===== src/rtl/mux_sel_pipe_if.sv =====
// Handshake/data bundle for mux_sel_pipe: input request side and output queue side.
// Y_PAR is present only when MUX_SEL_PIPE_PARITY_EN is defined.
interface mux_sel_pipe_if #(
    parameter int unsigned NCH  = 4,
    parameter int unsigned WIN  = 4,
    parameter int unsigned WY   = 5,
    parameter int unsigned SELW = 2
);
    logic [NCH*WIN-1:0] d;
    logic [SELW-1:0]    s;
    logic               sx;
    logic               in_valid;
    logic               in_ready;
    logic [WY-1:0]      y;
    logic               out_valid;
    logic               out_ready;
    logic               sel_err;
`ifdef MUX_SEL_PIPE_PARITY_EN
    logic               y_par;
`endif

    // Producer/consumer environment side.
    modport master (
        output d,
        output s,
        output sx,
        output in_valid,
        output out_ready,
        input  in_ready,
        input  y,
        input  out_valid,
`ifdef MUX_SEL_PIPE_PARITY_EN
        input  y_par,
`endif
        input  sel_err
    );

    // Selector side.
    modport slave (
        input  d,
        input  s,
        input  sx,
        input  in_valid,
        input  out_ready,
        output in_ready,
        output y,
        output out_valid,
`ifdef MUX_SEL_PIPE_PARITY_EN
        output y_par,
`endif
        output sel_err
    );
endinterface


===== src/rtl/mux_sel_pipe.sv =====
// Registered N-to-1 selector with zero/sign extension feeding a 2-entry output FIFO.
// Optional feature macro: MUX_SEL_PIPE_PARITY_EN (adds stored even parity on Y_PAR).
module mux_sel_pipe #(
    parameter int unsigned NCH  = 4,
    parameter int unsigned WIN  = 4,
    parameter int unsigned WY   = 5,
    parameter int unsigned SELW = 2
) (
    input  logic             clk,
    input  logic             rst_n,
    mux_sel_pipe_if.slave    bus
);

    if (WIN > WY) begin : g_win_chk
        $error("mux_sel_pipe: WIN must not exceed WY");
    end
    if ((2 ** SELW) < NCH) begin : g_sel_chk
        $error("mux_sel_pipe: SELW too narrow for NCH");
    end
    if ((NCH < 2) || (NCH > 16) || (WIN < 1)) begin : g_rng_chk
        $error("mux_sel_pipe: NCH or WIN out of range");
    end

    logic [1:0][WY-1:0] mem_q, mem_d;
    logic [WY-1:0]      last_q, last_d;
    logic [1:0]         count_q, count_d;
    logic               wr_ptr_q, wr_ptr_d;
    logic               rd_ptr_q, rd_ptr_d;
    logic               in_ready_q, in_ready_d;
    logic               out_valid_q, out_valid_d;
    logic               sel_err_q, sel_err_d;

    logic [WIN-1:0]     ch;
    logic [WY-1:0]      ext;
    logic               sel_bad;
    logic               push;
    logic               pop;

    always_comb begin
        ch      = '0;
        sel_bad = (int'(bus.s) >= int'(NCH));
        for (int k = 0; k < int'(NCH); k++) begin
            if (int'(bus.s) == k) begin
                ch = bus.d[k*WIN +: WIN];
            end
        end
    end

    // Upper bits replicate the channel MSB only for signed operands; empty loop when WIN == WY.
    always_comb begin
        ext          = '0;
        ext[WIN-1:0] = ch;
        for (int i = int'(WIN); i < int'(WY); i++) begin
            ext[i] = bus.sx & ch[WIN-1];
        end
        if (sel_bad) begin
            ext = '0;
        end
    end

    assign push = bus.in_valid & in_ready_q;
    assign pop  = out_valid_q & bus.out_ready;

    always_comb begin
        mem_d     = mem_q;
        last_d    = last_q;
        count_d   = count_q;
        wr_ptr_d  = wr_ptr_q ^ push;
        rd_ptr_d  = rd_ptr_q ^ pop;
        sel_err_d = sel_err_q | (push & sel_bad);

        if (push) begin
            mem_d[wr_ptr_q] = ext;
        end
        if (pop) begin
            last_d = mem_q[rd_ptr_q];
        end

        case ({push, pop})
            2'b10:   count_d = count_q + 2'd1;
            2'b01:   count_d = count_q - 2'd1;
            default: count_d = count_q;
        endcase

        // Handshake flags are registered from the next count, so IN_READY never sees OUT_READY.
        in_ready_d  = (count_d != 2'd2);
        out_valid_d = (count_d != 2'd0);
    end

    always_ff @(posedge clk or negedge rst_n) begin
        if (!rst_n) begin
            mem_q       <= '0;
            last_q      <= '0;
            count_q     <= 2'd0;
            wr_ptr_q    <= 1'b0;
            rd_ptr_q    <= 1'b0;
            in_ready_q  <= 1'b1;
            out_valid_q <= 1'b0;
            sel_err_q   <= 1'b0;
        end else begin
            mem_q       <= mem_d;
            last_q      <= last_d;
            count_q     <= count_d;
            wr_ptr_q    <= wr_ptr_d;
            rd_ptr_q    <= rd_ptr_d;
            in_ready_q  <= in_ready_d;
            out_valid_q <= out_valid_d;
            sel_err_q   <= sel_err_d;
        end
    end

    assign bus.in_ready  = in_ready_q;
    assign bus.out_valid = out_valid_q;
    assign bus.sel_err   = sel_err_q;
    assign bus.y         = out_valid_q ? mem_q[rd_ptr_q] : last_q;

`ifdef MUX_SEL_PIPE_PARITY_EN
    logic [1:0] par_q, par_d;
    logic       last_par_q, last_par_d;

    always_comb begin
        par_d      = par_q;
        last_par_d = last_par_q;
        if (push) begin
            par_d[wr_ptr_q] = ^ext;
        end
        if (pop) begin
            last_par_d = par_q[rd_ptr_q];
        end
    end

    always_ff @(posedge clk or negedge rst_n) begin
        if (!rst_n) begin
            par_q      <= 2'b00;
            last_par_q <= 1'b0;
        end else begin
            par_q      <= par_d;
            last_par_q <= last_par_d;
        end
    end

    assign bus.y_par = out_valid_q ? par_q[rd_ptr_q] : last_par_q;
`endif

endmodule

===== src/flat_wrapper.sv =====
// flat-port wrapper written by rule: the top's interface ports become plain ports
module mux_sel_pipe_flat 
#(
    parameter int unsigned NCH  = 4,
    parameter int unsigned WIN  = 4,
    parameter int unsigned WY   = 5,
    parameter int unsigned SELW = 2
)
  (clk, rst_n, bus_d, bus_s, bus_sx, bus_in_valid, bus_out_ready, bus_in_ready, bus_y, bus_out_valid, bus_sel_err);
  mux_sel_pipe_if #(.NCH(NCH), .WIN(WIN), .WY(WY), .SELW(SELW)) bus_i ();
  input  logic clk;
  input  logic rst_n;
  input wire logic [$bits(bus_i.d)-1:0] bus_d;
  input wire logic [$bits(bus_i.s)-1:0] bus_s;
  input wire logic [$bits(bus_i.sx)-1:0] bus_sx;
  input wire logic [$bits(bus_i.in_valid)-1:0] bus_in_valid;
  input wire logic [$bits(bus_i.out_ready)-1:0] bus_out_ready;
  output wire logic [$bits(bus_i.in_ready)-1:0] bus_in_ready;
  output wire logic [$bits(bus_i.y)-1:0] bus_y;
  output wire logic [$bits(bus_i.out_valid)-1:0] bus_out_valid;
  output wire logic [$bits(bus_i.sel_err)-1:0] bus_sel_err;
  assign bus_i.d = bus_d;
  assign bus_i.s = bus_s;
  assign bus_i.sx = bus_sx;
  assign bus_i.in_valid = bus_in_valid;
  assign bus_i.out_ready = bus_out_ready;
  assign bus_in_ready = bus_i.in_ready;
  assign bus_y = bus_i.y;
  assign bus_out_valid = bus_i.out_valid;
  assign bus_sel_err = bus_i.sel_err;
  mux_sel_pipe #(.NCH(NCH), .WIN(WIN), .WY(WY), .SELW(SELW)) u_core (.clk(clk), .rst_n(rst_n), .bus(bus_i));
endmodule

===== config.mk =====
export PLATFORM = sky130hd
export DESIGN_NAME = mux_sel_pipe_flat
export DESIGN_NICKNAME = d
export VERILOG_FILES = /design/src/rtl/mux_sel_pipe_if.sv /design/src/rtl/mux_sel_pipe.sv /design/src/flat_wrapper.sv
export SDC_FILE = /design/constraint.sdc
export NUM_CORES = 1
export LEC_CHECK = 0
export CORE_ASPECT_RATIO = 1.4
export CORE_MARGIN = 2
export CORE_UTILIZATION = 46
export CTS_CLUSTER_DIAMETER = 60
export CTS_CLUSTER_SIZE = 8
export DETAILED_ROUTE_END_ITERATION = 16
export PLACE_DENSITY = 0.79
export SYNTH_ARGS = -nofsm -noshare
export SYNTH_HDL_FRONTEND = slang
export SYNTH_SLANG_ARGS = --single-unit

===== constraint.sdc =====
create_clock -name clk -period 1.9 [get_ports clk]
set_input_delay 0.38 -clock clk [delete_from_list [all_inputs] [get_ports clk]]
set_output_delay 0.38 -clock clk [all_outputs]
set_load 0.03 [all_outputs]

**Word-level counts from Yosys, hierarchy flattened**

Cells that the tools add are included.

- Input bits: 23
- Flip-flop bits (word level): 21
- Output and inout port bits: 8

- $lt $le $gt $ge: 3
- Bitwise logic cells: 5
- Reduce and logical (&&, ||, !) cells: 3
- Mux-type cells: 11
- Equal/unequal tests: 6
- Add/subtract/negate cells: 2

Operator list:

| operator | number |
|---|---|
| two-way mux 5 bit | 4 |
| two-way mux 4 bit | 4 |
| bitwise mux 10 bit | 1 |
| equality test 2 bit, second input constant | 3 |
| demux 5 bit (select 1 bit) | 1 |
| equality test 2 x 1 -> 1 bit, second input constant | 2 |
| less-than comparator 1 x 2 -> 1 bit, second input constant | 2 |
| one-hot mux 2 bit (2 select lines) | 1 |
| AND 1 bit | 3 |
| adder 2 x 1 -> 2 bit, second input constant | 1 |
| zero test 2 bit | 1 |
| inequality test 2 bit, second input constant | 1 |
| nonzero test 2 bit | 1 |
| subtractor 2 x 1 -> 2 bit, second input constant | 1 |
| bitwise XOR 1 bit | 2 |
| >= comparator 1 bit, second input constant | 1 |
| logical AND 1 bit | 1 |

**Longest topological paths before layout**

- Word-level depth: 7
- Mapped depth: 6

**Least setup slack after synthesis**

No wires, ideal clock.

- Kind: register -> output
- Start point: register u_core.out_valid_q, in the netlist u_core.bus.out_valid
- End point: output port bus_y[0]
- Data required time: 1.520 ns
- Setup slack: 0.150 ns
- Buffers on the path: 1
- Arrival time: 1.370 ns
- Cell stages (with the launch flop): 4
- Cells stage by stage: dfrtp_1 > clkbuf_1 > nor2_1 > a21oi_1

- Word-level cells in the longest chain between the ends: 1

RTL lines:

| element | RTL line | source |
|---|---|---|
| from (decl) | mux_sel_pipe.sv:30 | `logic out_valid_q, out_valid_d;` |
| from (signal assigned) | mux_sel_pipe.sv:107 | `out_valid_q <= out_valid_d;` |
| two-way mux 5 bit | mux_sel_pipe.sv:115 | `assign bus.y = out_valid_q ? mem_q[rd_ptr_q] : last_q;` |
| to (decl) | flat_wrapper.sv:19 | `output wire logic [$bits(bus_i.y)-1:0] bus_y;` |

No other way between the ends.

**Final worst setup path**

- Start point: register u_core.rd_ptr_q
- End point: output port bus_y[0]

- Word-level cells in the longest chain between the ends: 3

RTL lines:

| element | RTL line | source |
|---|---|---|
| from (decl) | mux_sel_pipe.sv:28 | `logic rd_ptr_q, rd_ptr_d;` |
| from (signal assigned) | mux_sel_pipe.sv:105 | `rd_ptr_q <= rd_ptr_d;` |
| two-way mux 5 bit (implied by the code) (2 in series) | mux_sel_pipe.sv:115 |  |
| two-way mux 5 bit | mux_sel_pipe.sv:115 |  |

No other way between the ends. The select of a mux whose other input is x is not followed.

==> impl_metrics.tcl <==
set metrics [dict create \
    status "complete, no violations" \
    synth.distinct_cells 20 \
    antenna_found_initial 0 \
    fin_worst_skew_ns 0.00132 \
    critPathLaunchType "register" \
    nNetsFinal 148 \
    cts_tree "built" \
    drt-total-wl_um 1930 \
    p_comb_frac 0.490 \
    cts_setup_buffers 0 \
    sw_frac_of_total 0.412 \
    finalPower_uw 2120 \
    grt_pass1_vias 736 \
    drtIter0Drc 8 \
    finalSetupViolCount 0 \
    clockBufferDepth 2 \
    rows 20 \
    hold_violations 0 \
    clock-sinks 21 \
    fmax_mhz 571 \
    gp_congestion 0.726 \
    min_period_ns 1.75 \
    vias 755 \
    fin_crit_sh 0.922 \
    endpoint_kind "primary output" \
    synthCells 88 \
    stdcell_area_um2 1400 \
    grt_max_degree 22 \
    grt_pass1_wl_um 3130 \
    floorplan.initialDensity 0.486 \
    postRouteAntennaNets 0 \
    coreArea_um2 2180 \
    worstPathArrival_ns 1.37 \
    synth_nets 114 \
    dieArea_um2 2700 \
    hold_class "input port to async pin" \
    peakVddDrop_mv 0.701 \
    final_cell_mix "clkdlybuf4s50_1, dfrtp_1, nor2_1, a21oi_1, mux2_2" \
    cts_buffers 3 \
    fp.dieH_um 60.7 \
    ys_ff_latch 21 \
    place_inst 139 \
    pwr-share-seq 0.411 \
    drive_above_1_share 0.231 \
    p_switching_uw 874 \
    mostFrequentLayoutCell "clkdlybuf4s50_1" \
    route.detailed.vias_per_inst 5.28 \
    htree_levels 1 \
    drt_first_pass_iters 5 \
    fin_hold_ws_ns 0.403 \
    fin_cells 143 \
    clkLatencyLatePin_ns 0.30 \
    multi_input_area_um2 500 \
    hpwl_um 1580 \
    ys_warn_count 0 \
    portBuffers 29 \
    cts_hold_buf 0 \
    ys_seq_area_frac 0.498 \
    num_io_pins 31 \
    root_buffer "clkbuf_4" \
    grt_overflow 0 \
    grtUsageTotal 0.163 \
    drc 0 \
    syn_avg_cell_area_um2 12.0 \
    final_util 0.644 \
    power_frac_clock 0.100 \
    wl_per_cell_um 13.5 \
    maxCapViolations 0 \
    pwr_density_cell_nw_per_um2 1510 \
    p_leak_uw 0.000628 \
    seqCellArea_um2 528 \
    internal_power_uw 1250 \
    syn_area_um2 1060 \
    antenna_cells 0 \
    die_w_um 44.5 \
    clkSlewWorstSetupHoldPaths_ns 0.11 \
    maxSlewViolCount 0 \
    syn2layout_area_growth_pct 32.5 \
    crit_required_ns 1.52 \
    crit_type "register to primary output" \
    post_dp_cell_area_um2 1390 \
    rsz0062_at_grt "no" \
    fillCellCount 171 \
    cp_max_fo 6 \
]
## critical path, stage by stage, from the launching register on
cell      delay (ns)
dfrtp_2         0.50
mux2i_2         0.18
a21oi_1         0.16
clkbuf_2        0.22
## cell usage after synthesis
cell       n  share of area
clkbuf_1   4          0.014
mux4_1     3          0.075
a21oi_1   10          0.047
and2_1     2          0.012
a31oi_1    1         0.0059
nand2_1    3          0.011
dfrtp_1   20           0.47
mux2_2     8          0.085
xnor2_1    3          0.025
conb_1     1         0.0035
mux2i_1    5          0.047
mux4_2     1          0.021
a22oi_1    1         0.0071
buf_4      1         0.0071
xor2_1     2          0.017
dfstp_2    1          0.025
mux2_4     2          0.028
inv_1      4          0.014
nor2_1    13          0.046
ha_1       3          0.036
## area by class of cell
type | count | area share
clock buffer | 4 | 0.0188
inverter | 4 | 0.0107
multi-input combinational | 58 | 0.357
sequential | 21 | 0.377
tap | 22 | 0.0196
timing repair buffer | 34 | 0.217
## per-layer routing
| layer | track usage | share of wire | wire, um | vias up |
|---|---|---|---|---|
| met3 | 0.0298 | 0.049 | 94 | 5 |
| met4 | 0.104 | 0.023 | 44 | 0 |
| met5 | 0 | 0 | 0 | - |
| met1 | 0.188 | 0.41 | 797 | 355 |
| li1 | - | - | - | 368 |
| met2 | 0.275 | 0.51 | 990 | 27 |
## registers in the layout, indices dropped and copies added (netlist names)
signal	count
u_core.mem_q	10
u_core.last_q	5
u_core.count_q	2
u_core.bus.in_ready	1
u_core.bus.out_valid	1
u_core.rd_ptr_q	1
u_core.wr_ptr_q	1
## path summary, 6_finish.rpt
check	startpoint	endpoint	slack (ns)	cells past startpoint
max	u_core.rd_ptr_q	bus_y[0]	0.15	3
min	rst_n	u_core.mem_q[8]	0.40	2
max reg2reg	u_core.bus.out_valid	u_core.count_q[1]	0.37	5
min reg2reg	u_core.mem_q[8]	u_core.mem_q[8]	0.52	1
max in group asynchronous	rst_n	u_core.bus.in_ready	1.23	2
min in group clk	u_core.mem_q[8]	u_core.mem_q[8]	0.52	1
## stage by stage
stage	setup WS, ns	TNS [ns]
5_1_grt	0.0647	0
6_report	0.148	0
4_1_cts	-0.0235	-0.0235
2_1_floorplan	0.150	0
3_5_place_dp	-0.179	-1.15
3_3_place_gp	-0.138	-0.899
## power groups by stage
stage,sequential (uW),clock (uW),combinational (uW)
6_report,871,211,1040
5_1_grt,899,234,1130
4_1_cts,868,213,1080
3_5_place_dp,871,0,1130
3_3_place_gp,850,0,1080
2_1_floorplan,804,0,800
## cells by family after synthesis
family	after synthesis	synth area share
multiplexers	19	0.257
adder cells (fa/ha/maj)	3	0.0355
flip-flops	21	0.498
buffers and inverters	9	0.0355
XOR/XNOR	5	0.0414
AO/OA/AOI/OAI	12	0.0604
AND/OR/NAND/NOR	18	0.0686
other	1	0.00355
## repair_timing
action	4_1_cts	5_1_grt
endpoints found under the setup margin	6	6
gates cloned	0	0
gates resized for setup	12	8
(Power assumes the default switching activity.)
